===== src/rtl/hazard_ctrl_sb.sv =====
// Hazard unit for the 5-stage RV64 core: M/W forwarding, load-use stalls, redirect flushes and a
// multi-cycle op scoreboard. Define HAZ_PERF_CNT_EN to build the stall_cycles performance counter.
module hazard_ctrl_sb #(
  parameter int NREGS    = 32,
  parameter int LOAD_LAT = 1,
  parameter int MAX_MC   = 4
) (
  input  logic                     clk,
  input  logic                     rst,
  input  logic [$clog2(NREGS)-1:0] rs1_d,
  input  logic [$clog2(NREGS)-1:0] rs2_d,
  input  logic [$clog2(NREGS)-1:0] rd_d,
  input  logic                     mc_op_d,
  input  logic [$clog2(NREGS)-1:0] rs1_e,
  input  logic [$clog2(NREGS)-1:0] rs2_e,
  input  logic [$clog2(NREGS)-1:0] rd_e,
  input  logic [1:0]               result_src_e,
  input  logic                     mc_issue_e,
  input  logic [$clog2(NREGS)-1:0] rd_m,
  input  logic [$clog2(NREGS)-1:0] rd_w,
  input  logic                     reg_write_m,
  input  logic                     reg_write_w,
  input  logic [1:0]               pc_src_e,
  input  logic                     mc_done,
  input  logic [$clog2(NREGS)-1:0] mc_rd,
  output logic                     stall_f,
  output logic                     stall_d,
  output logic                     flush_d,
  output logic                     flush_e,
  output logic [1:0]               forward_ae,
  output logic [1:0]               forward_be,
  output logic                     mc_busy,
  output logic [31:0]              stall_cycles
);

  localparam int AW = $clog2(NREGS);
  localparam int CW = $clog2(MAX_MC + 1);
  localparam int LW = (LOAD_LAT > 1) ? $clog2(LOAD_LAT) : 1;

  logic [NREGS-1:0] pend;
  logic [NREGS-1:0] pendNext;
  logic [CW-1:0]    mcCnt;
  logic [LW-1:0]    ldCnt;
  logic             redir;
  logic             luHz;
  logic             ldStall;
  logic             mcFull;
  logic             sbHz;
  logic             hazard;
  logic             unusedSrcBit;

  assign unusedSrcBit = result_src_e[1];

  // Register 0 never reads as pending, and indices beyond NREGS read as clear.
  function automatic logic pendAt(input logic [NREGS-1:0] vec, input logic [AW-1:0] idx);
    pendAt = 1'b0;
    for (int i = 1; i < NREGS; i++) begin
      if (idx == AW'(i)) pendAt = vec[i];
    end
  endfunction

  function automatic logic [1:0] fwdSel(input logic [AW-1:0] rs);
    fwdSel = 2'b00;
    if (rs != '0 && reg_write_m && rs == rd_m)      fwdSel = 2'b10;
    else if (rs != '0 && reg_write_w && rs == rd_w) fwdSel = 2'b01;
  endfunction

  function automatic logic [31:0] satInc32(input logic [31:0] v);
    satInc32 = (v == '1) ? v : v + 32'd1;
  endfunction

  always_comb begin
    redir   = pc_src_e != 2'b00;
    luHz    = result_src_e[0] && rd_e != '0 && (rs1_d == rd_e || rs2_d == rd_e);
    ldStall = luHz || ldCnt != '0;
    mcFull  = mcCnt == CW'(MAX_MC);
    sbHz    = pendAt(pend, rs1_d) | pendAt(pend, rs2_d) | pendAt(pend, rd_d) | (mc_op_d & mcFull);
    hazard  = ldStall | sbHz;
  end

  // Outputs are forced low for the whole time reset is held.
  assign stall_f    = ~rst & hazard & ~redir;
  assign stall_d    = ~rst & hazard & ~redir;
  assign flush_e    = ~rst & (hazard | redir);
  assign flush_d    = ~rst & redir;
  assign forward_ae = rst ? 2'b00 : fwdSel(rs1_e);
  assign forward_be = rst ? 2'b00 : fwdSel(rs2_e);
  assign mc_busy    = ~rst & (mcCnt != '0);

  // An issue and a completion on the same register leave it pending.
  always_comb begin
    pendNext = pend;
    if (mc_done) begin
      for (int i = 0; i < NREGS; i++) begin
        if (mc_rd == AW'(i)) pendNext[i] = 1'b0;
      end
    end
    if (mc_issue_e) begin
      for (int i = 1; i < NREGS; i++) begin
        if (rd_e == AW'(i)) pendNext[i] = 1'b1;
      end
    end
    pendNext[0] = 1'b0;
  end

  always_ff @(posedge clk or posedge rst) begin
    if (rst) begin
      pend <= '0;
    end else begin
      pend <= pendNext;
    end
  end

  always_ff @(posedge clk or posedge rst) begin
    if (rst) begin
      mcCnt <= '0;
    end else begin
      case ({mc_issue_e, mc_done})
        2'b10:   if (!mcFull)      mcCnt <= mcCnt + CW'(1);
        2'b01:   if (mcCnt != '0)  mcCnt <= mcCnt - CW'(1);
        default: mcCnt <= mcCnt;
      endcase
    end
  end

  // A redirect flushes the dependent decode instruction, so any remaining load bubbles are dropped.
  always_ff @(posedge clk or posedge rst) begin
    if (rst) begin
      ldCnt <= '0;
    end else if (redir) begin
      ldCnt <= '0;
    end else if (ldCnt != '0) begin
      ldCnt <= ldCnt - LW'(1);
    end else if (luHz) begin
      ldCnt <= LW'(LOAD_LAT - 1);
    end
  end

`ifdef HAZ_PERF_CNT_EN
  logic [31:0] stallCnt;

  always_ff @(posedge clk or posedge rst) begin
    if (rst) begin
      stallCnt <= '0;
    end else if (stall_d) begin
      stallCnt <= satInc32(stallCnt);
    end
  end

  assign stall_cycles = stallCnt;
`else
  logic [31:0] unusedSat;
  assign unusedSat    = satInc32(32'd0);
  assign stall_cycles = '0;
`endif

endmodule


===== config.mk =====
export PLATFORM = sky130hd
export DESIGN_NAME = hazard_ctrl_sb
export DESIGN_NICKNAME = d
export VERILOG_FILES = /design/src/rtl/hazard_ctrl_sb.sv
export SDC_FILE = /design/constraint.sdc
export NUM_CORES = 1
export LEC_CHECK = 0
export ABC_AREA = 1
export CORE_MARGIN = 1
export CORE_UTILIZATION = 55
export CTS_BUF_LIST = sky130_fd_sc_hd__clkbuf_8
export DETAILED_ROUTE_END_ITERATION = 6
export PLACE_DENSITY = 0.89
export SYNTH_ARGS = -nofsm -noshare
export SYNTH_HDL_FRONTEND = slang
export SYNTH_SLANG_ARGS = --single-unit

===== constraint.sdc =====
create_clock -name clk -period 4.7 [get_ports clk]
set_clock_uncertainty 0.2 [all_clocks]
set_input_delay 0.94 -clock clk [delete_from_list [all_inputs] [get_ports clk]]
set_output_delay 0.94 -clock clk [all_outputs]
set_load 0.005 [all_outputs]

# After elaboration in Yosys (flattened, before gate mapping)

Cells that the tools add are included.

Register bits after elaboration: 35
Bits of input ports: 56
Output and inout port bits: 41
Word-level logic and storage cells: 372

Add/subtract/negate cells: 3
Equal/unequal tests: 166
Muxes and demuxes: 168
Bitwise gates (word level): 13
Reductions and logical operators: 19

Operators with widths:

| operator                                                               | count |
|---|---|
| 5-bit equality test (second input constant)                            | 80 |
| 5-bit by 4-bit equality test with 1-bit output (second input constant) | 40 |
| 1-bit two-way mux                                                      | 159 |
| 5-bit by 3-bit equality test with 1-bit output (second input constant) | 20 |
| 5-bit by 2-bit equality test with 1-bit output (second input constant) | 10 |
| 32-bit two-way mux                                                     | 1 |
| 31-bit two-way mux                                                     | 1 |
| 5-bit equality test                                                    | 6 |
| 5-bit by 1-bit equality test with 1-bit output (second input constant) | 5 |
| 5-bit nonzero test                                                     | 3 |
| 1-bit logical AND                                                      | 10 |
| 2-bit two-way mux                                                      | 4 |
| 1-bit AND                                                              | 6 |
| 3-bit two-way mux                                                      | 2 |
| 3-bit case mux with 2 select lines                                     | 1 |
| 1-bit OR                                                               | 5 |
| 2-bit != test (second input constant)                                  | 2 |
| 2-bit nonzero test                                                     | 2 |
| 3-bit by 1-bit adder with 3-bit output (second input constant)         | 1 |
| 3-bit equality test (second input constant)                            | 1 |
| 3-bit AND reduction                                                    | 1 |
| 3-bit nonzero test                                                     | 1 |
| 3-bit by 1-bit subtractor with 3-bit output (second input constant)    | 1 |
| 2-bit by 1-bit equality test with 1-bit output (second input constant) | 1 |
| 4 further kinds                                                        | 6 |

# Longest topological paths before layout

Gate-level depths: netlist (run 1).

Word-level depth: 38
Depth in mapped cells: 26
Mapped depth without buffers: 25

# Worst setup path before layout (run 1)

OpenSTA, ideal clock, no wires.

Path kind: input -> output
Start: input rs1_d[0]
End: output stall_f
Arrival time: 2.733 ns
Setup slack: 0.827 ns
Cell stages on the path: 20
Path buffers: 2
Cells stage by stage: buf_4 > nor2_1 > inv_1 > o32ai_1 > inv_1 > nand2_1 > nand4_1 > nand2_1 > nand4_1 > nand2_1 > nand3_1 > nand2_1 > nand4_1 > nor2_1 > nand4_1 > nand2_1 > nand3_1 > nand2_1 > nor2_1 > buf_4

Word-level cells in the longest chain between the ends: 38

Ends and longest elaborated chain:

| element                                        | line | text |
|---|---|---|
| start, declared                                | 10   | `input logic [$clog2(NREGS)-1:0] rs1_d,` |
| 5-bit by 1-bit equality test with 1-bit output | 58   | `if (idx == AW'(i)) pendAt = vec[i];` |
| 1-bit two-way mux (31 in a row)                | 58   |  |
| 1-bit OR (3 in a row)                          | 77   | `sbHz = pendAt(pend, rs1_d) \| pendAt(pend, rs2_d) \| pendAt(pend, rd_d) \| (mc_op_d & mcFull);` |
| 1-bit OR *                                     | 78   | `hazard = ldStall \| sbHz;` |
| 1-bit AND * (2 in a row)                       | n/a  |  |
| end, declared                                  | 26   | `output logic stall_f,` |

Every way passes the cells marked *; elsewhere a longest branch is shown, timed or not.

# Worst setup path after layout (run 1)

Start: input rs1_d[2]
End: output flush_e

Word-level cells in the longest chain between the ends: 38

Ends and longest elaborated chain:

| element                                        | line | text |
|---|---|---|
| 5-bit by 1-bit equality test with 1-bit output | 58   |  |
| 1-bit two-way mux (31 in a row)                | 58   |  |
| 1-bit OR (3 in a row)                          | 77   |  |
| 1-bit OR *                                     | 78   |  |
| 1-bit OR *                                     | 84   | `assign flush_e = ~rst & (hazard \| redir);` |
| 1-bit AND *                                    | 84   |  |
| end, declared                                  | 29   | `output logic flush_e,` |

Marks and branches as above.

==> key figures, run 1 <==
Cells and area
  • Antenna diodes: 0
  • # fillers: 476
  • Non-filler cells in the finished layout: 815
  • # nets final: 794
  • Area of the multi-input gates: 2320 µm²
  • Register area: 851 µm²
  • Area Overhead vs Synth: 37.1%
  • Ratio of cells with drive above 1 in the final layout: 18.7%

Yosys
  • Ys flop type: dfrtp_1
  • Post-synth top area cell: dfrtp_1
  • Syn_area_per_cell: 6.11 µm²
  • Sequential area share after synthesis: 23.5%
  • Yosys top cell area share: 23.5%
  • Ys Warns: 0
  • Unique masters post-synth: 40
  • Synth cell count leaders: 131 x nand2_1, 83 x inv_1, 69 x o21ai_0
  • Async SR Flop Fraction: 100%
  • Area contributors post-synth: dfrtp_1 23%, nand2_1 14%, o21ai_0 9.5%
  • Mapped Cells: 593
  • Post-synth EDFFs: 0
  • Synthesized area: 3630 µm²
  • Most common cell in the netlist: nand2_1
  • Synth Register Bits: 34

Worst setup path
  • Number of cells on the critical path: 21
  • Reg2Reg Launch Point: mcCnt[0]
  • Worst path cell trace: dlygate4sd2_1, buf_4, nor3_1, nor3_1, nand2_1, nand3_1, nand2_1, nand4_1, nand2_1, nand4_1, nand2_1, nand3_2, nand2_1, nand4_1, nor2_2, nand4_1, nand2_1, nand3_2, nand2_2, nand2_1, dlygate4sd2_1
  • Reg2reg end: mcCnt[2]
  • Reg2Reg Depth: 5
  • Crit path launch: rs1_d[2]
  • Crit path buf inv count: 3
  • Arrival time at the worst endpoint: 3.34 ns
  • Startpoint Class: input pin
  • CP max-delay cell: nor3_1
  • Crit path capture type: output pin
  • CP max stage delay: 0.33 ns
  • Register-to-register setup slack: 3.02 ns
  • Worst setup endpoint: flush_e
  • Worst setup path class: in -> out
  • Worst Path Max Fanout: 4
  • Cell mode on critical path: nand2_1
  • Delay-heaviest family, CP: simple AND/OR/NAND/NOR gates
  • Worst EP required: 3.56 ns

Clock network
  • Root buffer cell: clkbuf_8
  • Total CTS buffers: 5
  • CTS Sinks: 34
  • Clk pin slew, worst setup/hold paths: 0.06 ns
  • CTS tree: built
  • H-Tree Depth: 2
  • Clock Tree Buf Depth: 2
  • Clock Latency Late Sink: 0.28 ns
  • Hold Buf Count CTS: 0

Floorplan
  • Initial Util: 57.1%
  • Die W: 83.2 µm
  • Num rows: 29
  • Core Region: 6350 µm²
  • Die area: 6920 µm²
  • I/O pin cnt: 97
  • Die Y: 83.2 µm

Power and ir drop
  • P_leak: 2.42 nW
  • Pwr dens: 231 nW/µm²
  • Max VDD drop: 0.317 mV

Global routing
  • First-pass GRT wire length: 21.8 mm
  • GR Util All Layers: 39.5%
  • Initial antenna violation count: 0
  • GRT overflow: 0
  • Largest net degree at the start of global routing: 36
  • Number of global-route vias before repair: 4,509

Timing
  • Hold Fails Final Rpt: 0
  • Min Tclk post-route: 4.48 ns
  • Min Hold Slack: 0.334 ns
  • Final setup violation count: 0
  • Slew @ Worst Pin: 0.661 ns
  • Final slew viol count: 0
  • Slew margin rel.: 55.6%
  • Fmax: 0.223 GHz
  • Period utilisation layout: 95.2%

Job
  • Max-cap viol count: 0

Place
  • IO buf count: 63
  • Placer Congestion: 1.05
  • DP HPWL: 10.6 mm
  • Inst Count DP: 801

Route
  • Antenna violation net count after detailed routing: 0
  • Initial DRC count: 569
  • Vias/cell: 5.96
  • Total Wirelength: 13.7 mm
  • Pre-Repair DR Iteration Count: 7
  • Drc violations: 0
  • Via count: 4,856
  • Drt wl/cell: 16.8 µm

Hold path
  • Worst hold path class: reg -> reg

Run status
  • Status: finished, final reports clean
-- report_power, final --
group	switching [mW]	internal, mW	total [mW]
Clock	0.100	0.116	0.216
Sequential	0.135	0.368	0.503
Combinational	0.243	0.186	0.430
Total	0.478	0.671	1.15
-- state kept, by name, indices dropped and copies added (netlist names) --
| register | flops |
|---|---|
| pend | 31 |
| mcCnt | 3 |
-- placed cells by master, fill, tap and decap left out, types with 2 or more instances in the layout --
| cell | instances |
|---|---|
| nor2_1 | 50 |
| inv_1 | 78 |
| nand4_1 | 24 |
| dfrtp_1 | 34 |
| nor2_4 | 4 |
| o211ai_1 | 5 |
| xnor2_1 | 5 |
| a31oi_1 | 4 |
| dlymetal6s2s_1 | 4 |
| nor4_1 | 4 |
| o22ai_1 | 7 |
| o21ai_0 | 68 |
| xor2_1 | 11 |
| a221oi_1 | 2 |
| inv_2 | 7 |
| o2111ai_1 | 8 |
| clkbuf_8 | 6 |
| nand2_1 | 125 |
| or2_2 | 2 |
| nand3_2 | 5 |
| nor3_1 | 19 |
| conb_1 | 32 |
| dlygate4sd2_1 | 5 |
| or4_1 | 2 |
| clkbuf_2 | 6 |
| clkdlybuf4s50_1 | 47 |
| nor2_2 | 6 |
| buf_4 | 89 |
| a21oi_1 | 7 |
| nand3_1 | 46 |
| nand2_2 | 6 |
-- through the flow --
step / util (%) / instance area, µm² / power, mW / TNS (ns) / setup WS (ns)
final: 78.3 / 4970 / 1.15 / 0 / 0.225
after global routing: 78.3 / 4970 / 1.21 / -0.318 / -0.108
after CTS: 77.2 / 4900 / 1.12 / 0 / 0.125
after detailed placement: 75.5 / 4790 / 0.900 / -1.16 / -0.392
after global placement: 75.5 / 4790 / 0.882 / -1.24 / -0.414
after floorplan: - / 3740 / 0.672 / 0 / 0.827
-- layout make-up --
| type | count | area share [%] |
|---|---|---|
| clock buffers | 6 | 1.66 |
| clock inverters | 2 | 0.176 |
| inverters | 85 | 6.49 |
| multi-input cells | 457 | 46.7 |
| flip-flops and latches | 34 | 17.1 |
| well taps | 77 | 1.94 |
| repair buffers | 153 | 25.8 |
| repair inverters | 1 | 0.101 |
-- worst reg2reg max path, cell delays in order (launching register included) --
cell	delay, ns
dfrtp_1	0.41
inv_1	0.08
fa_1	0.44
xor2_1	0.18
nand2_1	0.10
xor2_1	0.16
-- per-layer routing --
| layer | wire length, µm | vias up | part of all wire, % | track usage, % |
|---|---|---|---|---|
| met5 | 0 | - | 0 | 0 |
| met4 | 631 | 0 | 4.6 | 18.5 |
| met3 | 1680 | 76 | 12 | 5.37 |
| met2 | 6270 | 352 | 46 | 63.7 |
| met1 | 5100 | 2207 | 37 | 52.6 |
| li1 | - | 2221 | - | - |
-- timing repair --
action                                  in CTS  in global routing
cloned                                       0                  1
gates resized for setup                     24                 34
pin swaps                                    2                 11
endpoints found under the setup margin       3                  3
buffers inserted                             1                  4
endpoints found under the hold margin        0                  0
-- kinds of logic (layout without fill, tap and decap cells) --
| group | count (synthesis) | count (layout) | synth area share, % |
|---|---|---|---|
| simple gates | 297 | 297 | 36.6 |
| buf+inv | 133 | 247 | 17.4 |
| fa+ha+maj | 1 | 1 | 0.552 |
| xor+xnor | 16 | 16 | 3.86 |
| compound gates | 111 | 111 | 17.9 |
| flops | 34 | 34 | 23.5 |
| other cells | 1 | 32 | 0.103 |
-- worst min path at each step --
stage | to | start | slack (ns) | depth (start not counted)
2_1_floorplan | pend[31] | pend[31] | 0.27 | 2
3_3_place_gp | pend[3] | pend[3] | 0.29 | 2
3_5_place_dp | pend[31] | pend[31] | 0.31 | 2
4_1_cts | pend[31] | pend[31] | 0.33 | 2
5_1_grt | mcCnt[0] | mcCnt[0] | 0.34 | 1
6_report | mcCnt[0] | mcCnt[0] | 0.33 | 1
(Power assumes the default switching activity.)
==> run 2: changes to the inputs <==
Settings changed: SKIP_CTS_REPAIR_TIMING from default to 1.
==> run 2 against run 1 <==
Non-clock buffer count is 1 lower. Sequential share of layout area about the same. Final cell count decreased by 0.12%. Clock power barely moved. Sequential power barely moved. First-iteration DRC count decreased by 6.9%. Combinational power decreased by 0.9%. Fmax rose by 2.0%. Critical path depth is 3 higher. Design area rose by 0.20%. Critical path type unchanged. Largest cell class unchanged. Largest power group unchanged.
==> key figures, run 2 (synthesis results as in run 1) <==
Worst setup path
  • Arrival time at the worst endpoint: 3.25 ns (-0.09 ns)
  • Cell mode on critical path: nand2_1
  • Worst path cell trace: buf_2, buf_4, buf_4, o211ai_1, o21ai_1, nand2_1, nand3_1, nand2_1, nand3_1, nand2_1, nand4_1, nand2_1, nand4_1, nand2_1, nand3_1, nand2_1, nand4_1, nor2_2, nand4_1, nand2_1, nand3_1, nand2_1, nand2_1, dlymetal6s2s_1
  • CP max stage delay: 0.18 ns (-0.15 ns)
  • Crit path capture type: output pin
  • Register-to-register setup slack: 3.03 ns (about the same)
  • Startpoint Class: input pin
  • Worst setup path class: in -> out
  • Worst Path Max Fanout: 6 (+2)
  • CP max-delay cell: o211ai_1
  • Worst EP required: 3.56 ns (about the same)

Power and ir drop
  • Sw frac: 41.5% (-0.12 points)
  • Cell internal pwr: 0.670 mW (about the same)
  • Pwr dens: 230 nW/µm² (-0.44%)
  • Total net switching power: 0.476 mW (-0.52%)
  • Combinational share of power: 37.1% (-0.3 points)
  • P_leak: 2.47 nW (+2.3%)
  • Tot Pwr: 1.15 mW (-0.24%)
  • Clock Power Share: 19.0% (+0.2 points)
  • Max VDD drop: 0.317 mV (about the same)
  • Share of power burned in registers: 43.8% (about the same)

Route
  • Total Wirelength: 13.6 mm (-0.37%)
  • Antenna violation net count after detailed routing: 0 (unchanged)
  • Via count: 4,832 (-0.49%)
  • Pre-Repair DR Iteration Count: 5 (-2)
  • Vias/cell: 5.94 (-0.37%)
  • Initial DRC count: 530 (-6.9%)
  • Drt wl/cell: 16.7 µm (-0.25%)
  • Drc violations: 0 (unchanged)

Floorplan
  • Die Y: 83.2 µm (unchanged)
  • I/O pin cnt: 97 (unchanged)
  • Die W: 83.2 µm (unchanged)
  • Initial Util: 57.1% (unchanged)
  • Die area: 6920 µm² (unchanged)
  • Core Region: 6350 µm² (unchanged)
  • Num rows: 29 (unchanged)

Timing
  • Min Hold Slack: 0.332 ns (-0.00114 ns)
  • Period utilisation layout: 93.4% (-1.8 points)
  • Fmax: 0.228 GHz (+2.0%)
  • Hold Fails Final Rpt: 0 (unchanged)
  • Final slew viol count: 0 (unchanged)
  • Slew margin rel.: 54.1% (-1.5 points)
  • Setup ws final: 0.311 ns (+0.0862 ns)
  • Min Tclk post-route: 4.39 ns (-0.0862 ns)
  • Slew @ Worst Pin: 0.683 ns (+0.0227 ns)
  • Unrepaired setup endpoints after global routing: no
  • Final setup violation count: 0 (unchanged)

Cells and area
  • # nets final: 793 (-0.13%)
  • Largest regs: pend x31, mcCnt x3
  • Area Overhead vs Synth: 37.4%
  • Max reg flops: 31 (unchanged)
  • Ratio of cells with drive above 1 in the final layout: 16.8% (-1.9 points)
  • Register name with the most flops: pend
  • Register area: 851 µm² (unchanged)
  • Leading cell types in the layout, fill and taps excluded: 128 x nand2_1, 88 x buf_4, 79 x inv_1, 68 x o21ai_0, 51 x nor2_1
  • Commonest non-fill, non-tap cell in the layout: nand2_1
  • Antenna diodes: 0 (unchanged)
  • # fillers: 471 (-1.1%)
  • Core Util, Final: 78.4% (+0.16 points)
  • Area of the multi-input gates: 2290 µm² (-1.2%)

Place
  • IO buf count: 63 (unchanged)
  • Pre-CTS setup slack: -0.392 ns (unchanged)
  • Placer Congestion: 1.05 (unchanged)
  • DP HPWL: 10.6 mm (unchanged)

Run status
  • Status: finished, final reports clean

Global routing
  • First-pass GRT wire length: 21.7 mm (-0.54%)
  • Largest net degree at the start of global routing: 36 (unchanged)
  • GRT overflow: 0 (unchanged)
  • Initial antenna violation count: 0 (unchanged)
  • Number of global-route vias before repair: 4,490 (-0.42%)
  • GR Util All Layers: 39.4% (-0.15 points)

Hold path
  • Worst hold path class: reg -> reg

Clock network
  • Clk pin slew, worst setup/hold paths: 0.07 ns (about the same)
  • Total CTS buffers: 5 (unchanged)
  • Clock Latency Late Sink: 0.29 ns (about the same)
  • H-Tree Depth: 2 (unchanged)
  • Root buffer cell: clkbuf_8
  • CTS tree: built
  • CTS Sinks: 34 (unchanged)
  • Clock Tree Buf Depth: 2 (unchanged)

Job
  • Max-cap viol count: 0 (unchanged)
-- run 2: power groups by stage --
stage / sequential, mW / combinational (mW) / clock (mW)
after floorplan: 0.424 / 0.248 / 0
after global placement: 0.490 / 0.392 / 0
after detailed placement: 0.492 / 0.407 / 0
after CTS: 0.488 / 0.413 / 0.215
after global routing: 0.502 / 0.475 / 0.227
final: 0.502 / 0.426 / 0.218
-- run 2: routing by layer --
layer / wire length [µm] / vias up / track usage, %
li1: - / 2208 / -
met1: 5110 / 2187 / 52.5
met2: 6150 / 361 / 63.6
met3: 1720 / 76 / 5.47
met4: 646 / 0 / 18.0
met5: 0 / - / 0
-- run 2: final cells by class --
class / count / share of cell area, %
timing repair inverter: 1 / 0.100
sequential: 34 / 17.1
multi-input combinational: 457 / 46.1
timing repair buffer: 152 / 26.5
clock inverter: 2 / 0.176
clock buffer: 6 / 1.66
tap: 77 / 1.93
inverter: 85 / 6.48
-- run 2: metrics by stage --
step	TNS, ns	std cells	instance area, µm²
finish	0	814	4980
global route	0	814	4980
CTS	-1.24	809	4890
detailed placement	-1.16	801	4790
global placement	-1.24	801	4790
floorplan	0	624	3740
-- run 2: worst paths after layout --
check	from	endpoint	cells after the start
worst max-delay path	rs1_d[0]	flush_e	24
worst min-delay path	pend[31]	pend[31]	2
worst max register to register	mcCnt[0]	mcCnt[2]	5
worst min register to register	pend[31]	pend[31]	2
max in group asynchronous	rst	pend[1]	3
min in group asynchronous	rst	pend[13]	3
-- run 2: worst max-delay path, delay by kind of cell --
family                 cells  cell delay, ns
AOI/OAI and AO/OA          2            0.28
buffers and inverters      4            0.60
and+or+nand+nor           18            1.43
==> run 3: changes to the inputs <==
Settings changed: RECOVER_POWER from default to 50.
==> run 3 against run 2 <==
Hold slack worse by 0.0027 ns. Die area unchanged. Fmax about the same. First-iteration DRC count unchanged. Power about the same. Largest cell class unchanged. Count of clock-buffer cells in the layout unchanged.
==> key figures, run 3 (synthesis results as in run 1) <==
Cells and area
  • Commonest non-fill, non-tap cell in the layout: nand2_1
  • Largest regs: pend x31, mcCnt x3
  • Antenna diodes: 0 (unchanged)
  • # nets final: 793 (unchanged)
  • Leading cell types in the layout, fill and taps excluded: 128 x nand2_1, 88 x buf_4, 79 x inv_1, 68 x o21ai_0, 51 x nor2_1
  • Area Overhead vs Synth: 37.4% (unchanged)
  • Design area: 4980 µm² (unchanged)
  • Max reg flops: 31 (unchanged)
  • Register name with the most flops: pend
  • Ratio of cells with drive above 1 in the final layout: 16.8% (unchanged)

Worst setup path
  • Number of cells on the critical path: 24 (unchanged)
  • Crit path capture type: output pin
  • Arrival time at the worst endpoint: 3.25 ns (about the same)
  • Startpoint Class: input pin
  • Crit path buf inv count: 4 (unchanged)
  • Reg2Reg Launch Point: mcCnt[0]
  • Worst setup path class: in -> out
  • Worst path cell trace: buf_2, buf_4, buf_4, o211ai_1, o21ai_1, nand2_1, nand3_1, nand2_1, nand3_1, nand2_1, nand4_1, nand2_1, nand4_1, nand2_1, nand3_1, nand2_1, nand4_1, nor2_2, nand4_1, nand2_1, nand3_1, nand2_1, nand2_1, dlymetal6s2s_1
  • Worst EP required: 3.56 ns (about the same)
  • CP max stage delay: 0.18 ns (about the same)
  • Reg2reg end: mcCnt[2]
  • Worst Path Max Fanout: 6 (unchanged)
  • Delay-heaviest family, CP: simple AND/OR/NAND/NOR gates
  • CP max-delay cell: o211ai_1
  • Register-to-register setup slack: 3.03 ns (about the same)
  • Worst setup endpoint: flush_e
  • Crit path launch: rs1_d[0]
  • Cell mode on critical path: nand2_1
  • Reg2Reg Depth: 5 (unchanged)

Place
  • Pre-CTS setup slack: -0.392 ns (unchanged)
  • Placer Congestion: 1.05 (unchanged)
  • DP HPWL: 10.6 mm (unchanged)
  • IO buf count: 63 (unchanged)
  • Placed inst area: 4790 µm² (unchanged)

Power and ir drop
  • Max VDD drop: 0.317 mV (about the same)
  • Tot Pwr: 1.15 mW (about the same)
  • Pwr dens: 230 nW/µm² (about the same)
  • P_leak: 2.47 nW (about the same)

Global routing
  • Largest net degree at the start of global routing: 36 (unchanged)
  • First-pass GRT wire length: 21.7 mm (unchanged)
  • GRT overflow: 0 (unchanged)
  • GR Util All Layers: 39.4% (unchanged)
  • Number of global-route vias before repair: 4,490 (unchanged)
  • Initial antenna violation count: 0 (unchanged)

Floorplan
  • Die W: 83.2 µm (unchanged)
  • Core Region: 6350 µm² (unchanged)
  • Die area: 6920 µm² (unchanged)
  • I/O pin cnt: 97 (unchanged)
  • Die Y: 83.2 µm (unchanged)
  • Initial Util: 57.1% (unchanged)
  • Num rows: 29 (unchanged)

Timing
  • Min Tclk post-route: 4.39 ns (+0.00134 ns)
  • Unrepaired setup endpoints after global routing: no
  • Slew margin rel.: 55.3% (+1.2 points)
  • Slew @ Worst Pin: 0.665 ns (-0.0184 ns)
  • Final setup violation count: 0 (unchanged)
  • Setup ws final: 0.310 ns (-0.00134 ns)
  • Final slew viol count: 0 (unchanged)
  • Hold Fails Final Rpt: 0 (unchanged)
  • Period utilisation layout: 93.4% (about the same)
  • Fmax: 0.228 GHz (about the same)
  • Min Hold Slack: 0.330 ns (-0.00265 ns)

Clock network
  • H-Tree Depth: 2 (unchanged)
  • CTS tree: built
  • Root buffer cell: clkbuf_8
  • Clk pin slew, worst setup/hold paths: 0.07 ns (about the same)
  • Clock Latency Late Sink: 0.29 ns (about the same)
  • CTS Sinks: 34 (unchanged)
  • Clock Tree Buf Depth: 2 (unchanged)
  • Total CTS buffers: 5 (unchanged)

Route
  • Vias/cell: 5.95 (+0.25%)
  • Antenna violation net count after detailed routing: 0 (unchanged)
  • Via count: 4,844 (+0.25%)
  • Total Wirelength: 13.6 mm (-0.11%)
  • Initial DRC count: 530 (unchanged)
  • Pre-Repair DR Iteration Count: 5 (unchanged)
  • Drt wl/cell: 16.7 µm (-0.11%)
  • Drc violations: 0 (unchanged)

Run status
  • Status: finished, final reports clean

Job
  • Max-cap viol count: 0 (unchanged)

Hold path
  • Worst hold path class: reg -> reg
## run 3: final cells by class
cell class	instances	area, µm²
clock buffers	6	82.6
flip-flops and latches	34	851
repair buffers	152	1320
inverters	85	323
fillers	471	1370
multi-input cells	457	2290
clock inverters	2	8.76
repair inverters	1	5.00
well taps	77	96.3
## run 3: worst min-delay path by stage
stage	end	cells past startpoint	from
4_1_cts	pend[31]	2	pend[31]
6_report	pend[31]	2	pend[31]
5_1_grt	mcCnt[0]	1	mcCnt[0]
2_1_floorplan	pend[31]	2	pend[31]
3_3_place_gp	pend[3]	2	pend[3]
3_5_place_dp	pend[31]	2	pend[31]
## run 3: per-stage QoR
stage / utilization [%] / setup TNS (ns) / instances
floorplan: - / 0 / 624
finish: 78.4 / 0 / 814
CTS: 76.9 / -1.24 / 809
global placement: 75.5 / -1.24 / 801
detailed placement: 75.5 / -1.16 / 801
global route: 78.4 / 0 / 814
## run 3: metal layers
layer	GRT usage [%]	vias up	wire length (µm)
met5	0	-	0
li1	-	2208	-
met2	63.6	369	6150
met3	5.47	82	1740
met1	52.5	2185	5050
met4	18.0	0	666
## run 3: power by group
group          switching [mW]  leakage (nW)  total, mW  internal (mW)
registers               0.134         0.414      0.502          0.368
clock network           0.103        0.0524      0.218          0.116
logic                   0.239          2.01      0.425          0.185
total                   0.476          2.47       1.15          0.670
## run 3: worst reg2reg max path, stage by stage, from the launching register on
cell	delay, ns
dfrtp_1	0.41
inv_1	0.08
fa_1	0.44
xor2_1	0.18
nand2_1	0.09
xor2_1	0.16
